### src/rtl/regfile_pkg.sv
// -----------------------------------------------------------------------------
// regfile_pkg
// Shared definitions for the register-file writeback arbiter slice.
//   DATA_W / NREG / REG_W : default widths (REG_W == clog2(NREG))
//   REQ_ALU / REQ_LSU     : requester indices, also the encoding of the
//                           round-robin pointer
//   wb_req_t              : one writeback request (valid, destination, data)
// -----------------------------------------------------------------------------
package regfile_pkg;

   localparam int DATA_W = 32;
   localparam int NREG   = 32;
   localparam int REG_W  = 5;

   localparam int REQ_ALU = 0;
   localparam int REQ_LSU = 1;

   typedef struct packed {
      logic              valid;
      logic [REG_W-1:0]  dst;
      logic [DATA_W-1:0] data;
   } wb_req_t;

endpackage

### src/rtl/regfile_wb_arbiter_if.sv
// -----------------------------------------------------------------------------
// regfile_wb_arbiter_if
// Bundles the two writeback request channels, the decode reservation port,
// the register-file write port and the busy scoreboard.
//   slave  : the arbiter side (consumes requests, drives ready/write/busy)
//   master : the producer/decode/register-file side
// -----------------------------------------------------------------------------
interface regfile_wb_arbiter_if #(
   parameter int DATA_W = 32,
   parameter int NREG   = 32,
   parameter int REG_W  = 5
);

   logic              req0_valid;
   logic [REG_W-1:0]  req0_reg;
   logic [DATA_W-1:0] req0_data;
   logic              req0_ready;

   logic              req1_valid;
   logic [REG_W-1:0]  req1_reg;
   logic [DATA_W-1:0] req1_data;
   logic              req1_ready;

   logic              reserve_en;
   logic [REG_W-1:0]  reserve_reg;

   logic              write_en;
   logic [REG_W-1:0]  write_reg;
   logic [DATA_W-1:0] write_data;

   logic [NREG-1:0]   busy;

   modport slave (
      input  req0_valid, req0_reg, req0_data,
      output req0_ready,
      input  req1_valid, req1_reg, req1_data,
      output req1_ready,
      input  reserve_en, reserve_reg,
      output write_en, write_reg, write_data,
      output busy
   );

   modport master (
      output req0_valid, req0_reg, req0_data,
      input  req0_ready,
      output req1_valid, req1_reg, req1_data,
      input  req1_ready,
      output reserve_en, reserve_reg,
      input  write_en, write_reg, write_data,
      input  busy
   );

endinterface

### src/rtl/wb_scoreboard.sv
// -----------------------------------------------------------------------------
// wb_scoreboard
// Per-register busy vector used by decode for hazard stalls.
//   clk, rst          : clock, asynchronous active-high reset
//   set_en, set_reg   : reserve a destination register (decode issue)
//   clr_en, clr_reg   : clear on an accepted writeback
//   busy              : bit n = 1 while register n has a write pending
// Only exists when REGFILE_SCOREBOARD_EN is defined; the arbiter ties busy to
// zero otherwise.
// -----------------------------------------------------------------------------
`ifdef REGFILE_SCOREBOARD_EN
module wb_scoreboard #(
   parameter int NREG  = 32,
   parameter int REG_W = 5
) (
   input  logic             clk,
   input  logic             rst,
   input  logic             set_en,
   input  logic [REG_W-1:0] set_reg,
   input  logic             clr_en,
   input  logic [REG_W-1:0] clr_reg,
   output logic [NREG-1:0]  busy
);

   logic [NREG-1:0] set_mask;
   logic [NREG-1:0] clr_mask;
   logic [NREG-1:0] busy_q;

   // Register 0 is hardwired, so neither mask may ever address it; that keeps
   // busy[0] permanently 0.
   always_comb begin
      set_mask = '0;
      clr_mask = '0;
      if (set_en && (set_reg != '0)) set_mask = NREG'(1) << set_reg;
      if (clr_en && (clr_reg != '0)) clr_mask = NREG'(1) << clr_reg;
   end

   // Set is applied after clear: a same-edge reserve means a newer producer
   // is already in flight, so the bit must stay pending.
   always_ff @(posedge clk or posedge rst) begin
      if (rst) busy_q <= '0;
      else     busy_q <= (busy_q & ~clr_mask) | set_mask;
   end

   assign busy = busy_q;

endmodule
`endif

### src/rtl/regfile_wb_arbiter.sv
// -----------------------------------------------------------------------------
// regfile_wb_arbiter
// Shares the register-file write port between the ALU (req0) and the LSU
// (req1) with round-robin arbitration, registers the winning write and keeps
// a busy scoreboard for decode.
//   clk, rst : clock, asynchronous active-high reset
//   bus      : regfile_wb_arbiter_if.slave
//              req0_*/req1_* valid/ready request channels, reserve_en/_reg,
//              write_en/_reg/_data register-file port, busy scoreboard
// Configuration macro: REGFILE_SCOREBOARD_EN builds the scoreboard; without it
// busy is tied to 0 and the reservation port is ignored.
// -----------------------------------------------------------------------------
module regfile_wb_arbiter #(
   parameter int DATA_W = regfile_pkg::DATA_W,
   parameter int NREG   = regfile_pkg::NREG,
   parameter int REG_W  = regfile_pkg::REG_W
) (
   input  logic                 clk,
   input  logic                 rst,
   regfile_wb_arbiter_if.slave  bus
);

   import regfile_pkg::*;

   wb_req_t           req0;
   wb_req_t           req1;
   wb_req_t           win;
   logic              contended;
   logic              same_reg;
   logic              grant0;
   logic              grant1;
   logic              ptr;
   logic              write_en_q;
   logic [REG_W-1:0]  write_reg_q;
   logic [DATA_W-1:0] write_data_q;
   logic [NREG-1:0]   busy_vec;

   assign req0 = '{valid: bus.req0_valid, dst: bus.req0_reg, data: bus.req0_data};
   assign req1 = '{valid: bus.req1_valid, dst: bus.req1_reg, data: bus.req1_data};

   // Grant selection. A same nonzero destination forces the LSU first so the
   // older result cannot overwrite the younger ALU result.
   always_comb begin
      contended = req0.valid && req1.valid;
      same_reg  = contended && (req0.dst == req1.dst) && (req0.dst != '0);
      grant1    = req1.valid && (!req0.valid || same_reg || (ptr == 1'(REQ_LSU)));
      grant0    = req0.valid && !grant1;
      win       = grant1 ? req1 : req0;
      win.valid = grant0 || grant1;
   end

   assign bus.req0_ready = grant0;
   assign bus.req1_ready = grant1;

   // Pointer moves only on an ordinary contended grant. Writes to x0 are
   // accepted but never strobed; reg/data hold when nothing is granted.
   always_ff @(posedge clk or posedge rst) begin
      if (rst) begin
         ptr          <= 1'(REQ_ALU);
         write_en_q   <= 1'b0;
         write_reg_q  <= '0;
         write_data_q <= '0;
      end else begin
         if (contended && !same_reg)
            ptr <= grant0 ? 1'(REQ_LSU) : 1'(REQ_ALU);
         write_en_q <= win.valid && (win.dst != '0);
         if (win.valid) begin
            write_reg_q  <= win.dst;
            write_data_q <= win.data;
         end
      end
   end

   assign bus.write_en   = write_en_q;
   assign bus.write_reg  = write_reg_q;
   assign bus.write_data = write_data_q;

`ifdef REGFILE_SCOREBOARD_EN
   wb_scoreboard #(
      .NREG  (NREG),
      .REG_W (REG_W)
   ) u_scoreboard (
      .clk     (clk),
      .rst     (rst),
      .set_en  (bus.reserve_en),
      .set_reg (bus.reserve_reg),
      .clr_en  (win.valid),
      .clr_reg (win.dst),
      .busy    (busy_vec)
   );
`else
   logic unused_reserve;
   assign unused_reserve = ^{bus.reserve_en, bus.reserve_reg};
   assign busy_vec = '0;
`endif

   assign bus.busy = busy_vec;

endmodule

### src/flat_wrapper.sv
// flat-port wrapper written by rule: the top's interface ports become plain ports
module regfile_wb_arbiter_flat import regfile_pkg::*;
#(
   parameter int DATA_W = regfile_pkg::DATA_W,
   parameter int NREG   = regfile_pkg::NREG,
   parameter int REG_W  = regfile_pkg::REG_W
)
  (clk, rst, bus_req0_valid, bus_req0_reg, bus_req0_data, bus_req0_ready, bus_req1_valid, bus_req1_reg, bus_req1_data, bus_req1_ready, bus_reserve_en, bus_reserve_reg, bus_write_en, bus_write_reg, bus_write_data, bus_busy);
  regfile_wb_arbiter_if #(.DATA_W(DATA_W), .NREG(NREG), .REG_W(REG_W)) bus_i ();
  input  logic clk;
  input  logic rst;
  input wire logic [$bits(bus_i.req0_valid)-1:0] bus_req0_valid;
  input wire logic [$bits(bus_i.req0_reg)-1:0] bus_req0_reg;
  input wire logic [$bits(bus_i.req0_data)-1:0] bus_req0_data;
  output wire logic [$bits(bus_i.req0_ready)-1:0] bus_req0_ready;
  input wire logic [$bits(bus_i.req1_valid)-1:0] bus_req1_valid;
  input wire logic [$bits(bus_i.req1_reg)-1:0] bus_req1_reg;
  input wire logic [$bits(bus_i.req1_data)-1:0] bus_req1_data;
  output wire logic [$bits(bus_i.req1_ready)-1:0] bus_req1_ready;
  input wire logic [$bits(bus_i.reserve_en)-1:0] bus_reserve_en;
  input wire logic [$bits(bus_i.reserve_reg)-1:0] bus_reserve_reg;
  output wire logic [$bits(bus_i.write_en)-1:0] bus_write_en;
  output wire logic [$bits(bus_i.write_reg)-1:0] bus_write_reg;
  output wire logic [$bits(bus_i.write_data)-1:0] bus_write_data;
  output wire logic [$bits(bus_i.busy)-1:0] bus_busy;
  assign bus_i.req0_valid = bus_req0_valid;
  assign bus_i.req0_reg = bus_req0_reg;
  assign bus_i.req0_data = bus_req0_data;
  assign bus_req0_ready = bus_i.req0_ready;
  assign bus_i.req1_valid = bus_req1_valid;
  assign bus_i.req1_reg = bus_req1_reg;
  assign bus_i.req1_data = bus_req1_data;
  assign bus_req1_ready = bus_i.req1_ready;
  assign bus_i.reserve_en = bus_reserve_en;
  assign bus_i.reserve_reg = bus_reserve_reg;
  assign bus_write_en = bus_i.write_en;
  assign bus_write_reg = bus_i.write_reg;
  assign bus_write_data = bus_i.write_data;
  assign bus_busy = bus_i.busy;
  regfile_wb_arbiter #(.DATA_W(DATA_W), .NREG(NREG), .REG_W(REG_W)) u_core (.clk(clk), .rst(rst), .bus(bus_i));
endmodule
### config.mk
export PLATFORM = sky130hd
export DESIGN_NAME = regfile_wb_arbiter_flat
export DESIGN_NICKNAME = d
export VERILOG_FILES = /design/src/rtl/regfile_pkg.sv /design/src/rtl/regfile_wb_arbiter_if.sv /design/src/rtl/wb_scoreboard.sv /design/src/rtl/regfile_wb_arbiter.sv /design/src/flat_wrapper.sv
export SDC_FILE = /design/constraint.sdc
export NUM_CORES = 1
export LEC_CHECK = 0
export BUFFER_PORTS_ARGS = -buffer_cell sky130_fd_sc_hd__buf_4
export CAP_MARGIN = 20
export CORE_MARGIN = 5
export CORE_UTILIZATION = 37
export DETAILED_ROUTE_END_ITERATION = 7
export HOLD_SLACK_MARGIN = 0.02
export PLACE_DENSITY = 0.69
export RECOVER_POWER = 100
export SLEW_MARGIN = 25
export SYNTH_ARGS = -nofsm -noshare
export SYNTH_HDL_FRONTEND = slang
export SYNTH_SLANG_ARGS = --single-unit
### constraint.sdc
create_clock -name clk -period 2.35 [get_ports clk]
set_input_delay 0.47 -clock clk [delete_from_list [all_inputs] [get_ports clk]]
set_output_delay 0.47 -clock clk [all_outputs]
set_load 0.01 [all_outputs]
# Word-level counts from Yosys, hierarchy flattened
# Cells that the tools add are included.
[classes]
n_shift = 0
div = 0
reduce_logical = 15
order_cmp = 0
bitwise_logic = 0
addsub = 0
eq_ne = 1
n_mul = 0
mux = 2
[op_table]
columns = ["cell", "n"]
rows = [
  ["$mux W37", 1],
  ["$reduce_bool A5 Y1", 2],
  ["$logic_and A1 B1 Y1", 7],
  ["$eq A5 B5 Y1", 1],
  ["$logic_not A1 Y1", 3],
  ["$logic_or A1 B1 Y1", 3],
  ["$mux W1", 1],
]
[totals]
word_cells = 22
latch_bits = 0
rom_bits = 0
mem_bits_rw = 0
ff_bits = 39
in_bits = 84
output_inout_bits = 72
mem_count = 0

# Depth between registers and ports, before layout
# Gate-level depths: netlist of run 1.
[depth]
depth_word = 10
mapped_depth = 6

# Worst setup path before layout of run 1
# OpenSTA, ideal clock, no wires.
[synth_path]
path_kind = "input -> output"
startpoint = "input bus_req1_reg[2]"
endpoint = "output bus_req1_ready"
path_buffers = 2
required_ns = 1.880
arrival_time_ns = 1.804
setup_slack_ns = 0.076
stages = 6
cell_sequence = "xor2_1 o41a_1 or3b_1 buf_6 buf_12 inv_1"
[synth_via]
elab_chain_cells = 6
[synth_rtl]
columns = ["element", "line_no", "text"]
rows = [
  ["from (decl)", "flat_wrapper.sv:17", "input wire logic [$bits(bus_i.req1_reg)-1:0] bus_req1_reg;"],
  ["$eq A5 B5 Y1", "regfile_wb_arbiter.sv:45", "same_reg = contended && (req0.dst == req1.dst) && (req0.dst != '0);"],
  ["$logic_and A1 B1 Y1 (2 in series)", "regfile_wb_arbiter.sv:45", ""],
  ["$logic_or A1 B1 Y1 (2 in series)", "regfile_wb_arbiter.sv:46", "grant1 = req1.valid && (!req0.valid || same_reg || (ptr == 1'(REQ_LSU)));"],
  ["$logic_and A1 B1 Y1", "regfile_wb_arbiter.sv:46", ""],
  ["to (decl)", "flat_wrapper.sv:19", "output wire logic [$bits(bus_i.req1_ready)-1:0] bus_req1_ready;"],
]
# No other way between the ends.

# Worst setup path after layout of run 1
# Same ends and word-level chain as after synthesis.

==> metrics, run 1 <==
max reg flops=32; DP HPWL=4480 um; Total Wirelength=around 5600 um; Synth area leader=dfrtp_1; Layout fillers=about 620; Total GRT Usage=12.9%; Final ANT Viol Nets=0; Yosys top cell area share=between 40% and 50%; total of max-cap violations=0; fin nets=400; first-pass GRT wire length=8820 um; top post-synthesis cells by count=mux2_2, dfrtp_1, buf_4; first-pass detailed-route iteration total=3; main area contributors after synthesis=dfrtp_1, mux2_2, mux2_4; io pins=156; CTS tree=built; post-synth cell types=26; die width=91.1 um; CP Max Fanout=4; Post-synth top flop=dfrtp_1; Tot Pwr=about 2.2 mW; H-Tree Depth=2; DR WL/cell=14.2 um; Area Growth Syn to Fin=32.3%; Final setup viols=0; # clock sinks=39; critical path required time=1.88 ns; Mean Syn Cell Area=13.1 um^2; final core utilization=50.4%; DR vias=between 1500 and 2000; EDFF count, synth=0; critical path class=in -> out; area of the mapped netlist=0.00243 mm^2; Worst EP arrival=1.80 ns; crit path capture type=output pin; RD Place Congestion=0.793; largest net degree at the start of global routing=23; clk_lat worst skew=0.28 ns; total grt overflow=0; sequential element share of the synthesized area=40.1%; Worst-path clk slew=0.08 ns; YS warnings=0; via-per-instance ratio=between 4 and 5; initial antenna violation count=0; LEAKAGE=1.54 nW; Peak VDD IR=roughly 0.35 mV; CTS Buf Count=5; Root Driver=clkbuf_8; Slew Limit Fails=0; antenna fix cells=0; Port Buffers=117; ratio of cells with drive above 1 in the final layout=49.8%; Mapped Cells=between 150 and 200; fin crit share=96.6%; Post-route DRC=0; slew margin rel.=between 10% and 20%; core area=0.00639 mm^2; flops & latches, synth=39; Initial Util=38.1%; endpoints failing hold=0; skew final=0.00346 ns; HP Class=in -> reg; Cell Rows=29; DIE HEIGHT=91.1 um; post-route insts no fill=394; asr flop ratio synth=100%; Post-CTS Setup Repair Bufs=0; min Tclk post-route=2.27 ns; worst-margin pin slew=between 1 and 1.5 ns; number of global-route vias before repair=1822; most frequent cell after synthesis=mux2_2; CTS Buffer Depth=2; die area=0.00830 mm^2; RSZ-0062 raised after global routing=false; Critical Path Start Type=input port; initial DRC count=23; fmax=441 MHz; PwrDens=~700 mW/mm^2; placed cells=about 390; status=finished clean
[cell usage in the layout, fill, tap and decap left out]
cell	Yosys	layout
o21ai_0	2	2
clkinv_1	0	1
inv_1	5	4
xnor2_1	1	1
dfrtp_1	39	39
nand2_1	2	2
clkbuf_2	0	2
bufinv_16	0	1
clkbuf_4	0	3
clkbuf_1	4	43
xor2_1	4	4
nor3_1	3	3
mux2_4	28	14
nor4_1	2	2
nor2_1	2	1
a21oi_1	2	2
conb_1	1	32
nor2b_1	2	2
o22a_1	1	1
clkinv_2	0	1
clkbuf_8	0	6
nand4_1	1	1
mux2_2	44	44
o211a_1	1	1
nor2_4	0	1
or2_2	1	1
a21boi_0	2	2
buf_4	32	84
o41a_1	1	1
a31oi_1	1	1
or3b_4	0	1
mux2_1	0	14
[worst paths after layout]
kind,startpoint,to,slack (ns),depth (start not counted)
max,bus_req1_reg[2],bus_req1_ready,0.08,6
min,bus_req1_data[13],u_core.bus.write_data[13]$_DFFE_PP0P_,0.39,2
max reg2reg,u_core.ptr$_DFFE_PP0P_,u_core.bus.write_data[28]$_DFFE_PP0P_,0.41,5
min reg2reg,u_core.ptr$_DFFE_PP0P_,u_core.ptr$_DFFE_PP0P_,0.58,2
max in group asynchronous,rst,u_core.bus.write_data[28]$_DFFE_PP0P_,1.04,3
min in group asynchronous,rst,u_core.bus.write_data[12]$_DFFE_PP0P_,0.44,3
[layer usage]
| metal | global-route usage, % | share of wire, % | routed length [um] |
|---|---|---|---|
| met5 | 0 | 0 | 0 |
| met1 | 15.7 | 41 | 2280 |
| met2 | 20.9 | 48 | 2670 |
| met4 | 3.30 | 0.91 | 51 |
| met3 | 5.54 | 10 | 580 |
[metrics by stage]
step                      instance area, um^2  setup TNS, ns  hold slack, ns  setup WS, ns
after floorplan                          2550              0           0.535        0.0765
after global placement                   3320          -1.81           0.512       -0.0738
after detailed placement                 3320          -2.16           0.511       -0.0949
after CTS                                3440              0           0.191        0.0608
after global routing                     3220              0           0.382        0.0107
final                                    3220              0           0.394        0.0805
[area by class of cell]
cell class	count	area (um^2)	area share, %
multi-input cells	133	1180	36.8
flip-flops and latches	39	976	30.3
repair buffers	132	825	25.6
well taps	77	96.3	2.99
clock buffers	6	82.6	2.57
clock inverters	2	35.0	1.09
inverters	5	18.8	0.583
[critical path: stages]
cell      delay [ns]
clkbuf_1        0.10
xor2_1          0.18
o41a_1          0.44
or3b_4          0.43
inv_1           0.07
buf_4           0.11
[what timing repair did]
action | CTS | global route
gates resized for setup | 1 | 0
hold buffers | 0 | 0
endpoints found under the setup margin | 1 | 0
[kinds of logic after synthesis]
group                  synth area share (%)
AO/OA/AOI/OAI                          2.93
XOR/XNOR                               1.80
other                                 0.154
buffers and inverters                  14.2
flip-flops                             40.1
multiplexers                           37.7
AND/OR/NAND/NOR                        3.14
[where the power goes]
group | total [mW] | leakage (nW) | internal, mW | switching (mW)
registers | 0.887 | 0.453 | 0.815 | 0.0725
logic | 0.779 | 1.02 | 0.415 | 0.364
clock network | 0.577 | 0.0612 | 0.344 | 0.233
No activity file was read; power rests on OpenSTA's default activity.
==> run 2, diff against run 1 <==
--- a/config.mk
+++ b/config.mk
@@ -7,13 +7,16 @@
 export LEC_CHECK = 0
 export BUFFER_PORTS_ARGS = -buffer_cell sky130_fd_sc_hd__buf_4
 export CAP_MARGIN = 20
+export CELL_PAD_IN_SITES_DETAIL_PLACEMENT = 0
+export CELL_PAD_IN_SITES_GLOBAL_PLACEMENT = 1
 export CORE_MARGIN = 5
-export CORE_UTILIZATION = 37
+export CORE_UTILIZATION = 32
 export DETAILED_ROUTE_END_ITERATION = 7
 export HOLD_SLACK_MARGIN = 0.02
-export PLACE_DENSITY = 0.69
+export PLACE_DENSITY = 0.8
 export RECOVER_POWER = 100
 export SLEW_MARGIN = 25
 export SYNTH_ARGS = -nofsm -noshare
 export SYNTH_HDL_FRONTEND = slang
 export SYNTH_SLANG_ARGS = --single-unit
+export TNS_END_PERCENT = 5
==> metrics, run 2 (synthesis results as in run 1) <==
Worst-path clk slew=0.07 ns (was 0.08 ns); Critical Path Start Type=input port (unchanged); Peak VDD IR=0.300 mV (was 0.346 mV); Cell Rows=31 (was 29); placed cells=407 (was 386); pre-CTS WS=-0.0909 ns (was -0.0949 ns); Area Growth Syn to Fin=30.8% (was 32.3%); HP Class=in -> reg (unchanged); CP Max Fanout=3 (was 4); Initial Util=33.2% (was 38.1%); Min Hold Slack=0.395 ns (was 0.394 ns); fin nets=400 (unchanged); post-route insts no fill=416 (was 394); first-pass detailed-route iteration total=2 (was 3); via-per-instance ratio=4.20 (was 4.45); RD Place Congestion=0.815 (was 0.793); Port Buffers=117 (unchanged); largest net degree at the start of global routing=21 (was 23); io pins=156 (unchanged); commonest non-fill, non-tap cell in the layout=buf_4 (unchanged); Root Driver=clkbuf_8 (unchanged); placed inst area=0.00335 mm^2 (was 0.00332 mm^2); number of global-route vias before repair=1888 (was 1822); Total GRT Usage=11.9% (was 12.9%); DIE HEIGHT=97.2 um (was 91.1 um); RSZ-0062 raised after global routing=false (unchanged); antenna fix cells=0 (unchanged); critical path class=in -> out (unchanged); first-pass GRT wire length=9320 um (was 8820 um); ratio of cells with drive above 1 in the final layout=45.1% (was 49.8%); Post-Layout Inst Area=0.00318 mm^2 (was 0.00322 mm^2); max reg flops=32 (unchanged); Met3 Wirelength=598 um (was 580 um); Worst EP arrival=1.82 ns (was 1.80 ns); total grt overflow=0 (unchanged); smallest setup slack after layout=0.0640 ns (was 0.0805 ns); Post-CTS Setup Repair Bufs=0 (unchanged); PwrDens=649 mW/mm^2 (was 697 mW/mm^2); Total Wirelength=5790 um (was 5580 um); core area=0.00733 mm^2 (was 0.00639 mm^2); clk_lat worst skew=0.28 ns (about the same); skew final=0.00777 ns (was 0.00346 ns); crit path capture type=output pin (unchanged); endpoints failing hold=0 (unchanged); CTS Buffer Depth=2 (unchanged); Final ANT Viol Nets=0 (unchanged); Final setup viols=0 (unchanged); fmax=437 MHz (was 441 MHz); DRT met1 WL=2460 um (was 2280 um); min Tclk post-route=2.29 ns (was 2.27 ns); Layout fillers=790 (was 624); Post-route DRC=0 (unchanged); Slew Limit Fails=0 (unchanged); DR WL/cell=13.9 um (was 14.2 um); fin crit share=97.3% (was 96.6%); most frequent cells in the layout=buf_4, clkbuf_1, mux2_2, dfrtp_1, conb_1 (was buf_4, mux2_2, clkbuf_1, dfrtp_1, conb_1); CTS Buf Count=5 (unchanged); DR WL met2=2710 um (was 2670 um); DP HPWL=4520 um (was 4480 um); total of max-cap violations=0 (unchanged); worst-margin pin slew=1.13 ns (was 1.22 ns); slew margin rel.=24.6% (was 18.6%); die area=0.00944 mm^2 (was 0.00830 mm^2); DR vias=1749 (was 1755); LEAKAGE=1.47 nW (was 1.54 nW); CTS tree=built (unchanged); critical path required time=1.88 ns (about the same); uppermost layer routed=met4 (unchanged); H-Tree Depth=2 (unchanged); initial DRC count=14 (was 23); initial antenna violation count=0 (unchanged); die width=97.2 um (was 91.1 um); # clock sinks=39 (unchanged); status=finished clean (unchanged)
-- run 2: cell count changes in the layout (fill, tap and decap cells not counted) --
cell | previous run | this run
clkbuf_1 | 43 | 45
clkbuf_8 | 6 | 5
clkbuf_2 | 2 | 1
mux2_4 | 14 | 2
mux2_1 | 14 | 26
buf_4 | 84 | 83
bufinv_16 | 1 | 0
dlygate4sd3_1 | 0 | 1
buf_12 | 0 | 1
-- run 2: report_power, final --
part	switching, mW	internal, mW	total (mW)
registers	0.0676	0.815	0.882
logic	0.362	0.382	0.744
clock network	0.229	0.209	0.437
total	0.658	1.41	2.06
-- run 2: layout make-up --
class | instances | area [um^2] | area share [%]
Tap cell | 99 | 124 | 3.89
Inverter | 5 | 18.8 | 0.590
Clock inverter | 1 | 5.00 | 0.157
Sequential cell | 39 | 976 | 30.7
Clock buffer | 7 | 76.3 | 2.40
Multi-Input combinational cell | 133 | 1140 | 35.8
Timing Repair Buffer | 132 | 842 | 26.5
-- run 2: metal layers --
layer	global-route usage, %	up-vias
met5	0	-
met4	2.92	0
met3	4.88	2
met2	20.3	93
met1	13.9	812
li1	-	842
-- run 2: path summary, 6_finish.rpt --
kind,startpoint,end,slack (ns),cells past startpoint
max,bus_req1_reg[2],bus_req1_ready,0.06,6
min in group asynchronous,rst,u_core.bus.write_data[12]$_DFFE_PP0P_,0.58,3
max in group asynchronous,rst,u_core.bus.write_data[20]$_DFFE_PP0P_,0.54,4
min,bus_req1_data[4],u_core.bus.write_data[4]$_DFFE_PP0P_,0.39,2
min reg2reg,u_core.ptr$_DFFE_PP0P_,u_core.ptr$_DFFE_PP0P_,0.57,2
max reg2reg,u_core.ptr$_DFFE_PP0P_,u_core.bus.write_data[15]$_DFFE_PP0P_,0.50,5
-- run 2: repair_timing --
item                                    in CTS  in global routing
endpoints found under the setup margin       1                  0
hold endpoints to repair                     1                  0
resized for setup                            1                  0
hold buffers                                 1                  0
-- run 2: worst max-delay path, stage by stage --
cell and delay (ns):
clkbuf_1 0.10, xor2_1 0.18, o41a_1 0.45, or3b_4 0.44, inv_1 0.07, buf_4 0.12
-- run 2: through the flow --
stage          setup TNS (ns)  util, %  total power, mW
2_1_floorplan               0        -             1.52
3_3_place_gp            -1.26     45.7             1.86
3_5_place_dp            -1.29     45.7             1.88
4_1_cts                     0     47.0             2.34
5_1_grt                     0     43.4             2.23
6_report                    0     43.4             2.06
==> run 3, diff against run 2 <==
--- a/config.mk
+++ b/config.mk
@@ -14,7 +14,6 @@
 export DETAILED_ROUTE_END_ITERATION = 7
 export HOLD_SLACK_MARGIN = 0.02
 export PLACE_DENSITY = 0.8
-export RECOVER_POWER = 100
 export SLEW_MARGIN = 25
 export SYNTH_ARGS = -nofsm -noshare
 export SYNTH_HDL_FRONTEND = slang
==> metrics, run 3 (synthesis results as in run 1) <==
status=finished clean (unchanged); first-pass detailed-route iteration total=3 (was 2); Root Driver=clkbuf_8 (unchanged); clk_lat worst skew=0.28 ns (about the same); DP HPWL=4520 um (unchanged); Area Growth Syn to Fin=41.6% (was 30.8%); critical path required time=1.88 ns (about the same); Cell Rows=31 (unchanged); endpoints failing hold=0 (unchanged); critical path class=in -> out (unchanged); Worst-path clk slew=0.08 ns (was 0.07 ns); fin crit share=97.7% (was 97.3%); HP Class=in -> reg (unchanged); number of global-route vias before repair=1888 (unchanged); die width=97.2 um (unchanged); io pins=156 (unchanged); Tot Pwr=2.29 mW (was 2.06 mW); H-Tree Depth=2 (unchanged); min Tclk post-route=2.30 ns (was 2.29 ns); die area=0.00944 mm^2 (unchanged); DR vias=1749 (unchanged); Min Hold Slack=0.410 ns (was 0.395 ns); skew final=0.00778 ns (was 0.00777 ns); largest net degree at the start of global routing=21 (unchanged); Setup Total Neg Slack=0 ns (unchanged); PwrDens=665 mW/mm^2 (was 649 mW/mm^2); via-per-instance ratio=4.20 (unchanged); total grt overflow=0 (unchanged); Initial Util=33.2% (unchanged); initial DRC count=11 (was 14); CTS Buf Count=5 (unchanged); pre-CTS WS=-0.0909 ns (unchanged); Final ANT Viol Nets=0 (unchanged); Post-Layout Inst Area=0.00344 mm^2 (was 0.00318 mm^2); max reg flops=32 (unchanged); Port Buffers=117 (unchanged); RSZ-0062 raised after global routing=false (unchanged); CTS Buffer Depth=2 (unchanged); Slew Limit Fails=0 (unchanged); final core utilization=47.0% (was 43.4%); Total GRT Usage=11.9% (unchanged); RD Place Congestion=0.815 (unchanged); initial antenna violation count=0 (unchanged); DIE HEIGHT=97.2 um (unchanged); placed inst area=0.00335 mm^2 (unchanged); core area=0.00733 mm^2 (unchanged); # clock sinks=39 (unchanged); placed cells=407 (unchanged); smallest setup slack after layout=0.0541 ns (was 0.0640 ns); crit path capture type=output pin (unchanged); fin nets=400 (unchanged); CP Max Fanout=3 (unchanged); LEAKAGE=1.74 nW (was 1.47 nW); post-route insts no fill=416 (unchanged); DR WL/cell=13.9 um (about the same); Final setup viols=0 (unchanged); ratio of cells with drive above 1 in the final layout=66.9% (was 45.1%); total of max-cap violations=0 (unchanged); Critical Path Start Type=input port (unchanged); Post-CTS Setup Repair Bufs=0 (unchanged); fmax=436 MHz (was 437 MHz); CTS tree=built (unchanged); Post-route DRC=0 (unchanged); Total Wirelength=5760 um (was 5790 um); first-pass GRT wire length=9320 um (unchanged); commonest non-fill, non-tap cell in the layout=buf_4 (unchanged); most frequent cells in the layout=buf_4, mux2_2, dfrtp_1, conb_1, mux2_4 (was buf_4, clkbuf_1, mux2_2, dfrtp_1, conb_1); antenna fix cells=0 (unchanged); Worst EP arrival=1.83 ns (was 1.82 ns); Peak VDD IR=0.327 mV (was 0.300 mV)
## run 3: critical path, stage by stage
cell    delay (ns)
buf_4         0.12
xor2_1        0.17
o41a_1        0.44
or3b_4        0.44
inv_1         0.07
buf_4         0.12
## run 3: worst paths after layout
check                                             from                                    end  slack [ns]  depth (start not counted)
max in group asynchronous                          rst  u_core.bus.write_data[20]$_DFFE_PP0P_        1.33                          4
worst max-delay path                   bus_req1_reg[2]                         bus_req1_ready        0.05                          6
worst min-delay path                  bus_req1_data[7]   u_core.bus.write_data[7]$_DFFE_PP0P_        0.41                          2
min in group asynchronous                          rst  u_core.bus.write_data[12]$_DFFE_PP0P_        0.58                          3
worst min register to register  u_core.ptr$_DFFE_PP0P_                 u_core.ptr$_DFFE_PP0P_        0.57                          2
worst max register to register  u_core.ptr$_DFFE_PP0P_  u_core.bus.write_data[28]$_DFFE_PP0P_        0.59                          5
## run 3: power by group
| group | switching, mW | internal [mW] | total [mW] |
|---|---|---|---|
| registers | 0.0713 | 0.815 | 0.887 |
| clock network | 0.229 | 0.209 | 0.437 |
| logic | 0.377 | 0.590 | 0.967 |
| total | 0.678 | 1.61 | 2.29 |
## run 3: repair_timing
action / 4_1_cts / 5_1_grt
setup endpoints to repair: 1 / 0
endpoints found under the hold margin: 1 / 0
gates resized for setup: 1 / 0
hold buffers: 1 / 0
## run 3: metal layers
layer / vias up / track usage (%) / share of wire, %
li1: 843 / - / -
met1: 811 / 13.9 / 42
met2: 93 / 20.3 / 47
met3: 2 / 4.88 / 10
met4: 0 / 2.92 / 0.43
met5: - / 0 / 0
## run 3: area by class of cell
type	instances	area, um^2
flip-flops and latches	39	976
inverters	5	18.8
well taps	99	124
repair buffers	132	1010
clock buffers	7	76.3
fillers	711	3890
clock inverters	1	5.00
multi-input cells	133	1240
